===== src/rtl/aoi_sweep_controller.sv =====
`default_nettype none
// ============================================================================
// Module  : aoi_sweep_controller
// Purpose : Self-test sequencer that sweeps a four-input AOI gate through all
//           16 input vectors and checks e/f/g against the golden function.
// Rev     : 1.0  initial release
// ============================================================================
module aoi_sweep_controller #(
    parameter int HOLD_CYCLES = 2,
    parameter int CNT_W       = 8
) (
    input  logic        clk,
    input  logic        reset,
    input  logic        start,
    output logic        a,
    output logic        b,
    output logic        c,
    output logic        d,
    input  logic        e,
    input  logic        f,
    input  logic        g,
    output logic        busy,
    output logic        done,
    output logic        pass,
    output logic [4:0]  err_count,
    output logic [15:0] fail_mask
);

    localparam logic [1:0] c_IDLE  = 2'd0;
    localparam logic [1:0] c_DRIVE = 2'd1;
    localparam logic [1:0] c_CHECK = 2'd2;
    localparam logic [1:0] c_DONE  = 2'd3;

    localparam logic [CNT_W-1:0] c_HOLD_LAST = CNT_W'(HOLD_CYCLES - 1);
    localparam logic [3:0]       c_LAST_VEC  = 4'hF;

    logic [1:0]       r_state;
    logic [1:0]       w_state_next;
    logic [3:0]       r_vec;
    logic [3:0]       w_vec_next;
    logic [CNT_W-1:0] r_hold;
    logic [CNT_W-1:0] w_hold_next;
    logic [4:0]       r_err;
    logic [4:0]       w_err_next;
    logic [15:0]      r_mask;
    logic [15:0]      w_mask_next;
    logic [3:0]       r_abcd;
    logic [3:0]       w_abcd_next;
    logic             r_busy;
    logic             w_busy_next;
    logic             r_done;
    logic             w_done_next;

    logic             w_launch;
    logic             w_exp_e;
    logic             w_exp_f;
    logic             w_exp_g;
    logic             w_fail;

    assign w_launch = start && ((r_state == c_IDLE) || (r_state == c_DONE));

    // Golden model evaluated on the vector currently driven onto the gate
    assign w_exp_e = r_vec[3] & r_vec[2];
    assign w_exp_f = r_vec[1] & r_vec[0];
    assign w_exp_g = ~(w_exp_e | w_exp_f);
    assign w_fail  = (e != w_exp_e) || (f != w_exp_f) || (g != w_exp_g);

    always_ff @(posedge clk) begin
        if (reset) begin
            r_state <= c_IDLE;
        end else begin
            r_state <= w_state_next;
        end
    end

    always_comb begin
        w_state_next = r_state;
        case (r_state)
            c_IDLE:  if (start) w_state_next = c_DRIVE;
            c_DRIVE: if (r_hold == c_HOLD_LAST) w_state_next = c_CHECK;
            c_CHECK: w_state_next = (r_vec == c_LAST_VEC) ? c_DONE : c_DRIVE;
            c_DONE:  if (start) w_state_next = c_DRIVE;
            default: w_state_next = c_IDLE;
        endcase
    end

    // Gate inputs and status flags are computed for the upcoming state so the
    // registered copies line up with r_state on every cycle.
    always_comb begin
        w_abcd_next = 4'h0;
        w_busy_next = 1'b0;
        w_done_next = 1'b0;
        case (w_state_next)
            c_DRIVE, c_CHECK: begin
                w_abcd_next = w_vec_next;
                w_busy_next = 1'b1;
            end
            c_DONE: begin
                w_abcd_next = 4'hF;
                w_done_next = 1'b1;
            end
            default: begin
                w_abcd_next = 4'h0;
            end
        endcase
    end

    always_comb begin
        w_vec_next  = r_vec;
        w_hold_next = '0;
        w_err_next  = r_err;
        w_mask_next = r_mask;
        if (w_launch) begin
            w_vec_next  = 4'h0;
            w_err_next  = 5'd0;
            w_mask_next = 16'h0000;
        end else if (r_state == c_DRIVE) begin
            w_hold_next = r_hold + 1'b1;
        end else if (r_state == c_CHECK) begin
            if (r_vec != c_LAST_VEC) begin
                w_vec_next = r_vec + 4'd1;
            end
            if (w_fail) begin
                w_err_next  = r_err + 5'd1;
                w_mask_next = r_mask | (16'h0001 << r_vec);
            end
        end
    end

    always_ff @(posedge clk) begin
        if (reset) begin
            r_vec  <= 4'h0;
            r_hold <= '0;
            r_err  <= 5'd0;
            r_mask <= 16'h0000;
            r_abcd <= 4'h0;
            r_busy <= 1'b0;
            r_done <= 1'b0;
        end else begin
            r_vec  <= w_vec_next;
            r_hold <= w_hold_next;
            r_err  <= w_err_next;
            r_mask <= w_mask_next;
            r_abcd <= w_abcd_next;
            r_busy <= w_busy_next;
            r_done <= w_done_next;
        end
    end

    assign {a, b, c, d} = r_abcd;
    assign busy         = r_busy;
    assign done         = r_done;
    assign pass         = r_done && (r_err == 5'd0);
    assign err_count    = r_err;
    assign fail_mask    = r_mask;

endmodule
`default_nettype wire


===== config.mk =====
export PLATFORM = sky130hd
export DESIGN_NAME = aoi_sweep_controller
export DESIGN_NICKNAME = d
export VERILOG_FILES = /design/src/rtl/aoi_sweep_controller.sv
export SDC_FILE = /design/constraint.sdc
export NUM_CORES = 1
export LEC_CHECK = 0
export BUFFER_PORTS_ARGS = -buffer_cell sky130_fd_sc_hd__buf_2
export CAP_MARGIN = 0
export CORE_MARGIN = 2
export CORE_UTILIZATION = 50
export CTS_CLUSTER_SIZE = 28
export DETAILED_ROUTE_END_ITERATION = 8
export PLACE_DENSITY_LB_ADDON = 0.2
export SLEW_MARGIN = 20
export SYNTH_ARGS = -nofsm -noshare
export SYNTH_HDL_FRONTEND = slang
export SYNTH_SLANG_ARGS = --single-unit

===== constraint.sdc =====
create_clock -name clk -period 4.3 [get_ports clk]
set_clock_uncertainty 0.2 [all_clocks]
set_input_delay 0 -clock clk [delete_from_list [all_inputs] [get_ports clk]]
set_output_delay 0 -clock clk [all_outputs]
set_load 0.03 [all_outputs]

==> results of run 1 <==
[final cells by class]
type	count	area [sq um]	area share
tap	46	57.6	0.0272
sequential	41	821	0.387
clock inverter	1	30.0	0.0142
timing repair buffer	37	205	0.0968
inverter	15	56.3	0.0266
multi-input combinational	136	895	0.422
clock buffer	7	55.1	0.0260
[state kept, by name, indices dropped and copies added, names as in the netlist]
signal	cells
busy	1
done	1
err_count	5
fail_mask	16
r_abcd	4
r_hold	8
r_state	2
r_vec	4
[cell families after synthesis]
family | synth area share
compound gates | 0.158
xor+xnor | 0.0384
fa+ha+maj | 0.0960
buf+inv | 0.0597
flops | 0.450
mux | 0.00549
simple gates | 0.192
[routing by layer]
metal / vias up / track usage
met4: 0 / 0.0638
met2: 24 / 0.318
met5: - / 0
met1: 648 / 0.212
li1: 754 / -
met3: 7 / 0.0423
[cells in the final DEF (no fill, tap or decap), types with 2 or more instances in the layout]
cell,n
sky130_fd_sc_hd__nor4_1,2
sky130_fd_sc_hd__nand3_1,8
sky130_fd_sc_hd__inv_1,15
sky130_fd_sc_hd__dlygate4sd3_1,4
sky130_fd_sc_hd__nand2b_1,3
sky130_fd_sc_hd__o21ai_0,10
sky130_fd_sc_hd__a21oi_1,8
sky130_fd_sc_hd__clkbuf_4,5
sky130_fd_sc_hd__nand2_1,7
sky130_fd_sc_hd__nand3b_1,2
sky130_fd_sc_hd__ha_1,14
sky130_fd_sc_hd__a31oi_1,16
sky130_fd_sc_hd__and3_1,3
sky130_fd_sc_hd__dfxtp_1,41
sky130_fd_sc_hd__or3_1,3
sky130_fd_sc_hd__nor2_1,36
sky130_fd_sc_hd__xor2_1,5
sky130_fd_sc_hd__nor2b_1,4
sky130_fd_sc_hd__buf_2,33
sky130_fd_sc_hd__xnor2_1,3
[critical path, cell delays in order, from the launching register on]
cell,delay (ps)
sky130_fd_sc_hd__dfxtp_1,360
sky130_fd_sc_hd__ha_1,300
sky130_fd_sc_hd__nor2_1,280
sky130_fd_sc_hd__nand3_2,140
sky130_fd_sc_hd__o211ai_4,240
sky130_fd_sc_hd__dlygate4sd3_1,610
sky130_fd_sc_hd__nand2_1,60
sky130_fd_sc_hd__a21oi_1,130
[synth_stat cells]
master	number	area (sq um)
sky130_fd_sc_hd__a21o_1	1	7.51
sky130_fd_sc_hd__a21oi_1	8	40.0
sky130_fd_sc_hd__a31oi_1	16	100
sky130_fd_sc_hd__a41oi_4	1	27.5
sky130_fd_sc_hd__and2_2	1	7.51
sky130_fd_sc_hd__and3_1	3	18.8
sky130_fd_sc_hd__and3_4	1	11.3
sky130_fd_sc_hd__buf_4	1	7.51
sky130_fd_sc_hd__buf_6	3	33.8
sky130_fd_sc_hd__clkbuf_1	3	11.3
sky130_fd_sc_hd__dfxtp_1	41	821
sky130_fd_sc_hd__ha_1	14	175
sky130_fd_sc_hd__inv_1	15	56.3
sky130_fd_sc_hd__mux2i_1	1	10.0
sky130_fd_sc_hd__nand2_1	7	26.3
sky130_fd_sc_hd__nand2b_1	3	18.8
sky130_fd_sc_hd__nand3_1	8	40.0
sky130_fd_sc_hd__nand3_2	1	10.0
sky130_fd_sc_hd__nand3b_1	2	15.0
sky130_fd_sc_hd__nand4_1	1	6.26
sky130_fd_sc_hd__nor2_1	36	135
sky130_fd_sc_hd__nor2b_1	4	25.0
sky130_fd_sc_hd__nor3_1	1	5.00
sky130_fd_sc_hd__nor4_1	2	12.5
sky130_fd_sc_hd__o2111ai_4	1	26.3
sky130_fd_sc_hd__o211a_1	1	10.0
sky130_fd_sc_hd__o211ai_4	1	21.3
sky130_fd_sc_hd__o21ai_0	10	50.1
sky130_fd_sc_hd__o22ai_1	1	6.26
sky130_fd_sc_hd__or3_1	3	18.8
sky130_fd_sc_hd__xnor2_1	3	26.3
sky130_fd_sc_hd__xor2_1	5	43.8
[through the flow]
| stage | hold WS, ps | total power [mW] | worst slack (ps) |
|---|---|---|---|
| after detailed placement | 31.3 | 0.434 | 2020 |
| after global routing | 81.8 | 0.715 | 1750 |
| after floorplan | -128 | 0.422 | 2290 |
| after global placement | 31.3 | 0.433 | 2050 |
| after CTS | 14.6 | 0.696 | 1950 |
| final | 22.7 | 0.689 | 1900 |
[worst min path at each step]
stage,slack (ps),cells past startpoint,to,start
detailed placement,30,2,r_state[1],reset
global route,80,5,err_count[3],e
global placement,30,2,r_state[0],reset
finish,20,5,err_count[3],e
CTS,10,5,err_count[3],e
floorplan,-130,1,r_state[1],reset
[report_power, final]
part | leakage [nW] | internal, mW | switching [mW] | total (mW)
combinational | 0.514 | 0.0145 | 0.0272 | 0.0417
sequential | 0.331 | 0.383 | 0.00204 | 0.385
clock | 0.0455 | 0.139 | 0.123 | 0.262
[what timing repair did]
action | CTS | global route
hold buffers | 4 | 0
hold endpoints to repair | 17 | 0
setup endpoints to repair | 0 | 0
==> metrics.txt, run 1 <==
# TYPE chip_impl_metric gauge
chip_impl_metric{name="ios",unit=""} 34
chip_impl_metric{name="finalInstanceArea",unit="sq um"} 2120
chip_impl_metric{name="fin_util",unit=""} 0.621
chip_impl_metric{name="worst_path_arrival_time",unit="ps"} 2470
chip_impl_metric{name="largest_net_degree_at_the_start_of_global_routing",unit=""} 26
chip_impl_info{name="worst_reg2reg_path_startpoint",value="r_vec[0]"} 1
chip_impl_metric{name="synth-seq-cells",unit=""} 41
chip_impl_info{name="status",value="completed"} 1
chip_impl_info{name="start_kind",value="flip-flop"} 1
chip_impl_metric{name="drc_errors",unit=""} 0
chip_impl_metric{name="die_w",unit="um"} 64.4
chip_impl_metric{name="fillCellCount",unit=""} 333
chip_impl_metric{name="setup_tns",unit="ps"} 0
chip_impl_metric{name="slew-limit-headroom",unit=""} 0.390
chip_impl_metric{name="worst-endpoint-required",unit="ps"} 4380
chip_impl_metric{name="cts_inserted_buffers",unit=""} 5
chip_impl_metric{name="grt.overflow.total",unit=""} 0
chip_impl_metric{name="portBuffers",unit=""} 33
chip_impl_metric{name="r2r_worst_path_depth",unit=""} 7
chip_impl_metric{name="grt_antenna_before_repair",unit=""} 0
chip_impl_metric{name="die_area",unit="sq um"} 4150
chip_impl_metric{name="netlist-cell-type-count",unit=""} 32
chip_impl_metric{name="start_util",unit=""} 0.534
chip_impl_metric{name="gp_weighted_congestion",unit=""} 0.835
chip_impl_metric{name="routedWlPerCell",unit="um"} 11.8
chip_impl_metric{name="maxcap_viol_count",unit=""} 0
chip_impl_metric{name="timing.critical_path.fanout_max",unit=""} 7
chip_impl_metric{name="track_usage",unit=""} 0.180
chip_impl_metric{name="drt_first_iter_violations",unit=""} 58
chip_impl_metric{name="numClockSinks",unit=""} 41
chip_impl_info{name="critPathCaptureType",value="flip-flop"} 1
chip_impl_metric{name="drt_pre_antenna_iters",unit=""} 4
chip_impl_info{name="min_path_type",value="in -> reg"} 1
chip_impl_metric{name="postRouteWirelength",unit="um"} 3340
chip_impl_metric{name="pwr_density_cell",unit="nW/um^2"} 325
chip_impl_metric{name="final-max-slew-violation-count",unit=""} 0
chip_impl_metric{name="finish.net_count",unit=""} 256
chip_impl_metric{name="postSynthAreaPerCell",unit="sq um"} 9.17
chip_impl_metric{name="seq_area_frac_synth",unit=""} 0.450
chip_impl_info{name="worstReg2RegEnd",value="err_count[1]"} 1
chip_impl_metric{name="cell_area_after_placement",unit="sq um"} 1990
chip_impl_metric{name="post_synth_inst_count",unit=""} 199
chip_impl_metric{name="cts_repair_resized_insts",unit=""} 0
chip_impl_info{name="critical_path.startpoint",value="r_vec[0]"} 1
chip_impl_metric{name="core_region_area",unit="sq um"} 3420
chip_impl_metric{name="post_route_cells_drive_above_1_share",unit=""} 0.194
chip_impl_metric{name="dr_total_vias",unit=""} 1433
chip_impl_info{name="top_layer",value="met4"} 1
chip_impl_metric{name="period_needed",unit="ps"} 2400
chip_impl_metric{name="grt_pass1_wl",unit="um"} 5840
chip_impl_metric{name="ir_drop",unit="mV"} 0.213
chip_impl_metric{name="post-place-cells",unit=""} 271
chip_impl_metric{name="max_clock_freq",unit="MHz"} 417
chip_impl_info{name="worstSetupPathType",value="reg -> reg"} 1
chip_impl_metric{name="fp-row-count",unit=""} 21
chip_impl_metric{name="synthToLayoutAreaGrowth",unit="%"} 16.2
chip_impl_info{name="cts_root_buf",value="sky130_fd_sc_hd__clkbuf_4"} 1
chip_impl_metric{name="worst_setup_hold_path_clk_slew",unit="ps"} 120
chip_impl_metric{name="post_synth_instance_area",unit="sq um"} 1820
chip_impl_metric{name="route.detailed.vias_per_inst",unit=""} 5.06
chip_impl_metric{name="final-hold-violation-count",unit=""} 0
chip_impl_metric{name="worst-slew-pin-transition",unit="ps"} 915
chip_impl_metric{name="ys_warn_count",unit=""} 0
chip_impl_metric{name="worstSkewPairLatency",unit="ps"} 350
chip_impl_info{name="timing.critical_path.to",value="err_count[1]"} 1
chip_impl_info{name="rsz0062_at_grt",value="no"} 1
chip_impl_metric{name="met1_length",unit="um"} 1570
chip_impl_metric{name="final.period_utilization",unit=""} 0.558
chip_impl_metric{name="met3WireLength",unit="um"} 111
chip_impl_metric{name="antenna_violating_nets_post_route",unit=""} 0
chip_impl_metric{name="setup_viol",unit=""} 0
chip_impl_metric{name="instances_no_fill",unit=""} 283
chip_impl_metric{name="worst-r2r-setup-slack",unit="ps"} 1900
chip_impl_metric{name="post_cts.repair.setup_buffers",unit=""} 0
chip_impl_metric{name="longest_clk_path_bufs",unit=""} 2
chip_impl_metric{name="synthesis.nets",unit=""} 219
chip_impl_info{name="cts_tree",value="done"} 1
chip_impl_metric{name="die_height",unit="um"} 64.4
chip_impl_metric{name="dr_wl_met2",unit="um"} 1610
chip_impl_metric{name="post-dp-hpwl",unit="um"} 2420
chip_impl_metric{name="h-tree-depth",unit=""} 2
chip_impl_metric{name="power.static_leakage",unit="nW"} 0.890
chip_impl_metric{name="first_global_vias",unit=""} 1318
chip_impl_metric{name="diodes",unit=""} 0
(Power assumes the default switching activity.)
==> run 2, diff against run 1 <==
--- a/config.mk
+++ b/config.mk
@@ -8,7 +8,7 @@
 export BUFFER_PORTS_ARGS = -buffer_cell sky130_fd_sc_hd__buf_2
 export CAP_MARGIN = 0
 export CORE_MARGIN = 2
-export CORE_UTILIZATION = 50
+export CORE_UTILIZATION = 49
 export CTS_CLUSTER_SIZE = 28
 export DETAILED_ROUTE_END_ITERATION = 8
 export PLACE_DENSITY_LB_ADDON = 0.2
==> constraint.sdc (replaced) <==
create_clock -name clk -period 2.1 [get_ports clk]
set_clock_uncertainty 0.2 [all_clocks]
set_input_delay 0 -clock clk [delete_from_list [all_inputs] [get_ports clk]]
set_output_delay 0 -clock clk [all_outputs]
set_load 0.03 [all_outputs]
==> run 2 against run 1 <==
  * Final cell count is 6.0% higher
  * First-iteration DRC count shrank 3.4%
  * Non-clock buffer count grew 15
==> metrics.txt, run 2 (synthesis results as in run 1) <==
# TYPE chip_impl_metric gauge
chip_impl_info{name="status",value="completed"} 1
chip_impl_metric{name="postRouteWirelength",unit="um"} 3790
chip_impl_metric{name="largest_net_degree_at_the_start_of_global_routing",unit=""} 26
chip_impl_metric{name="route.detailed.vias_per_inst",unit=""} 5.05
chip_impl_metric{name="power.static_leakage",unit="nW"} 0.985
chip_impl_info{name="cts_root_buf",value="sky130_fd_sc_hd__clkbuf_8"} 1
chip_impl_info{name="cts_tree",value="done"} 1
chip_impl_metric{name="routedWlPerCell",unit="um"} 12.6
chip_impl_metric{name="ir_drop",unit="mV"} 0.481
chip_impl_metric{name="drt_pre_antenna_iters",unit=""} 5
chip_impl_metric{name="fin_util",unit=""} 0.640
chip_impl_metric{name="grt_pass1_wl",unit="um"} 6470
chip_impl_metric{name="first_global_vias",unit=""} 1517
chip_impl_metric{name="grt.overflow.total",unit=""} 0
chip_impl_info{name="most-common-layout-cells",value="sky130_fd_sc_hd__dfxtp_1 (38), sky130_fd_sc_hd__nor2_1 (35), sky130_fd_sc_hd__buf_2 (33)"} 1
chip_impl_metric{name="final-max-slew-violation-count",unit=""} 0
chip_impl_metric{name="die_height",unit="um"} 65.0
chip_impl_metric{name="worst-endpoint-required",unit="ps"} 2130
chip_impl_info{name="timing.critical_path.slowest_stage_cell",value="sky130_fd_sc_hd__dfxtp_2"} 1
chip_impl_metric{name="timing.critical_path.fanout_max",unit=""} 4
chip_impl_metric{name="largest_register_ffs",unit=""} 16
chip_impl_metric{name="h-tree-depth",unit=""} 2
chip_impl_info{name="rsz0062_at_grt",value="yes"} 1
chip_impl_metric{name="core_region_area",unit="sq um"} 3610
chip_impl_metric{name="drt_first_iter_violations",unit=""} 56
chip_impl_metric{name="dr_total_vias",unit=""} 1514
chip_impl_metric{name="antenna_violating_nets_post_route",unit=""} 0
chip_impl_info{name="min_path_type",value="in -> reg"} 1
chip_impl_metric{name="start_util",unit=""} 0.506
chip_impl_metric{name="setup_viol",unit=""} 0
chip_impl_metric{name="numClockSinks",unit=""} 41
chip_impl_metric{name="max_clock_freq",unit="MHz"} 489
chip_impl_metric{name="critPathBufInv",unit=""} 1
chip_impl_metric{name="worst_setup_hold_path_clk_slew",unit="ps"} 80
chip_impl_metric{name="portBuffers",unit=""} 33
chip_impl_info{name="timing.critical_path.max_delay_family",value="simple AND/OR/NAND/NOR gates"} 1
chip_impl_metric{name="totalPowerFinal",unit="mW"} 1.41
chip_impl_metric{name="grt_antenna_before_repair",unit=""} 0
chip_impl_metric{name="period_needed",unit="ps"} 2050
chip_impl_metric{name="final.period_utilization",unit=""} 0.975
chip_impl_metric{name="worst_path_arrival_time",unit="ps"} 2070
chip_impl_metric{name="gp_weighted_congestion",unit=""} 0.854
chip_impl_info{name="start_kind",value="flip-flop"} 1
chip_impl_info{name="worstPathCellList",value="nor4_2 -> and3_1 -> a21oi_2 -> o22ai_2 -> inv_1 -> ha_1 -> nor2b_4 -> nand3b_1 -> o21ai_1"} 1
chip_impl_metric{name="pwr_density_cell",unit="nW/um^2"} 612
chip_impl_metric{name="post-dp-hpwl",unit="um"} 2530
chip_impl_metric{name="die_w",unit="um"} 65.0
chip_impl_info{name="worstSetupPathType",value="reg -> reg"} 1
chip_impl_metric{name="longest_clk_path_bufs",unit=""} 2
chip_impl_metric{name="worst-slew-pin-transition",unit="ps"} 310
chip_impl_metric{name="ios",unit=""} 34
chip_impl_metric{name="final-hold-violation-count",unit=""} 0
chip_impl_metric{name="fillCellCount",unit=""} 313
chip_impl_info{name="critPathCaptureType",value="flip-flop"} 1
chip_impl_metric{name="drc_errors",unit=""} 0
chip_impl_metric{name="maxcap_viol_count",unit=""} 0
chip_impl_metric{name="cts_inserted_buffers",unit=""} 5
chip_impl_metric{name="die_area",unit="sq um"} 4230
chip_impl_metric{name="fp-row-count",unit=""} 22
chip_impl_metric{name="critical_path.max_stage_delay",unit="ps"} 330
chip_impl_metric{name="track_usage",unit=""} 0.194
chip_impl_metric{name="diodes",unit=""} 0
chip_impl_metric{name="post_route_cells_drive_above_1_share",unit=""} 0.302
chip_impl_metric{name="synthToLayoutAreaGrowth",unit="%"} 26.5
chip_impl_metric{name="finish.net_count",unit=""} 271
chip_impl_metric{name="worstSkewPairLatency",unit="ps"} 290
chip_impl_metric{name="slew-limit-headroom",unit=""} 0.793
chip_impl_info{name="layout_commonest_cell",value="sky130_fd_sc_hd__dfxtp_1"} 1
run 2: changes by cell type in the layout (fill, tap and decap cells not counted), moves of 4 or more:
cell	before	now
sky130_fd_sc_hd__o21ai_1	0	5
sky130_fd_sc_hd__clkbuf_8	1	5
sky130_fd_sc_hd__buf_4	0	15
sky130_fd_sc_hd__clkbuf_4	5	0
sky130_fd_sc_hd__o21ai_0	10	4
run 2: final cells by class:
class / count / area (sq um) / area share
clock buffer: 6 / 72.6 / 0.0314
clock inverter: 2 / 10.0 / 0.00434
inverter: 15 / 56.3 / 0.0244
multi-input combinational: 136 / 955 / 0.414
sequential: 41 / 827 / 0.358
tap: 48 / 60.1 / 0.0260
timing repair buffer: 52 / 328 / 0.142
run 2: repair_timing:
action | in CTS | in global routing
resized for setup | 1 | 21
hold endpoints to repair | 9 | 0
hold buffers | 3 | 0
setup buffers | 0 | 2
pin swaps | 0 | 7
endpoints found under the setup margin | 4 | 10
run 2: worst paths after layout:
path	start	to	slack [ps]	cells past startpoint
max	r_hold[7]	r_abcd[0]	50	9
max reg2reg	r_hold[7]	r_abcd[0]	50	9
min	e	err_count[2]	90	5
min reg2reg	fail_mask[3]	fail_mask[3]	270	2
run 2: tightest hold or removal path, cell delays in order:
cell	delay [ps]
sky130_fd_sc_hd__buf_2	130
sky130_fd_sc_hd__nand3_2	90
sky130_fd_sc_hd__o211ai_4	100
sky130_fd_sc_hd__o21ai_0	160
sky130_fd_sc_hd__a21oi_1	60
run 2: per-layer routing:
layer | wire, um | global-route usage | part of all wire | vias up
met1 | 1760 | 0.228 | 0.46 | 701
li1 | - | - | - | 780
met5 | 0 | 0 | 0 | -
met3 | 131 | 0.0590 | 0.035 | 8
met2 | 1830 | 0.345 | 0.48 | 25
met4 | 72 | 0.0469 | 0.019 | 0
run 2: report_power, final:
part           total (mW)  leakage (nW)  switching (mW)  internal, mW
combinational       0.123         0.608          0.0725        0.0501
clock               0.505        0.0450           0.275         0.231
sequential          0.786         0.332         0.00326         0.782
run 2: metrics by stage:
step / TNS [ps] / area (sq um) / cells / setup slack (ps) / hold slack (ps)
after CTS: 0 / 2230 / 298 / 31.3 / 5.44
final: 0 / 2310 / 300 / 53.4 / 86.0
after detailed placement: -15.6 / 2110 / 287 / -8.82 / 45.0
after floorplan: 0 / 1820 / 199 / 94.3 / -128
after global routing: -167 / 2310 / 300 / -48.3 / 128
after global placement: 0 / 2110 / 287 / 50.1 / 38.0
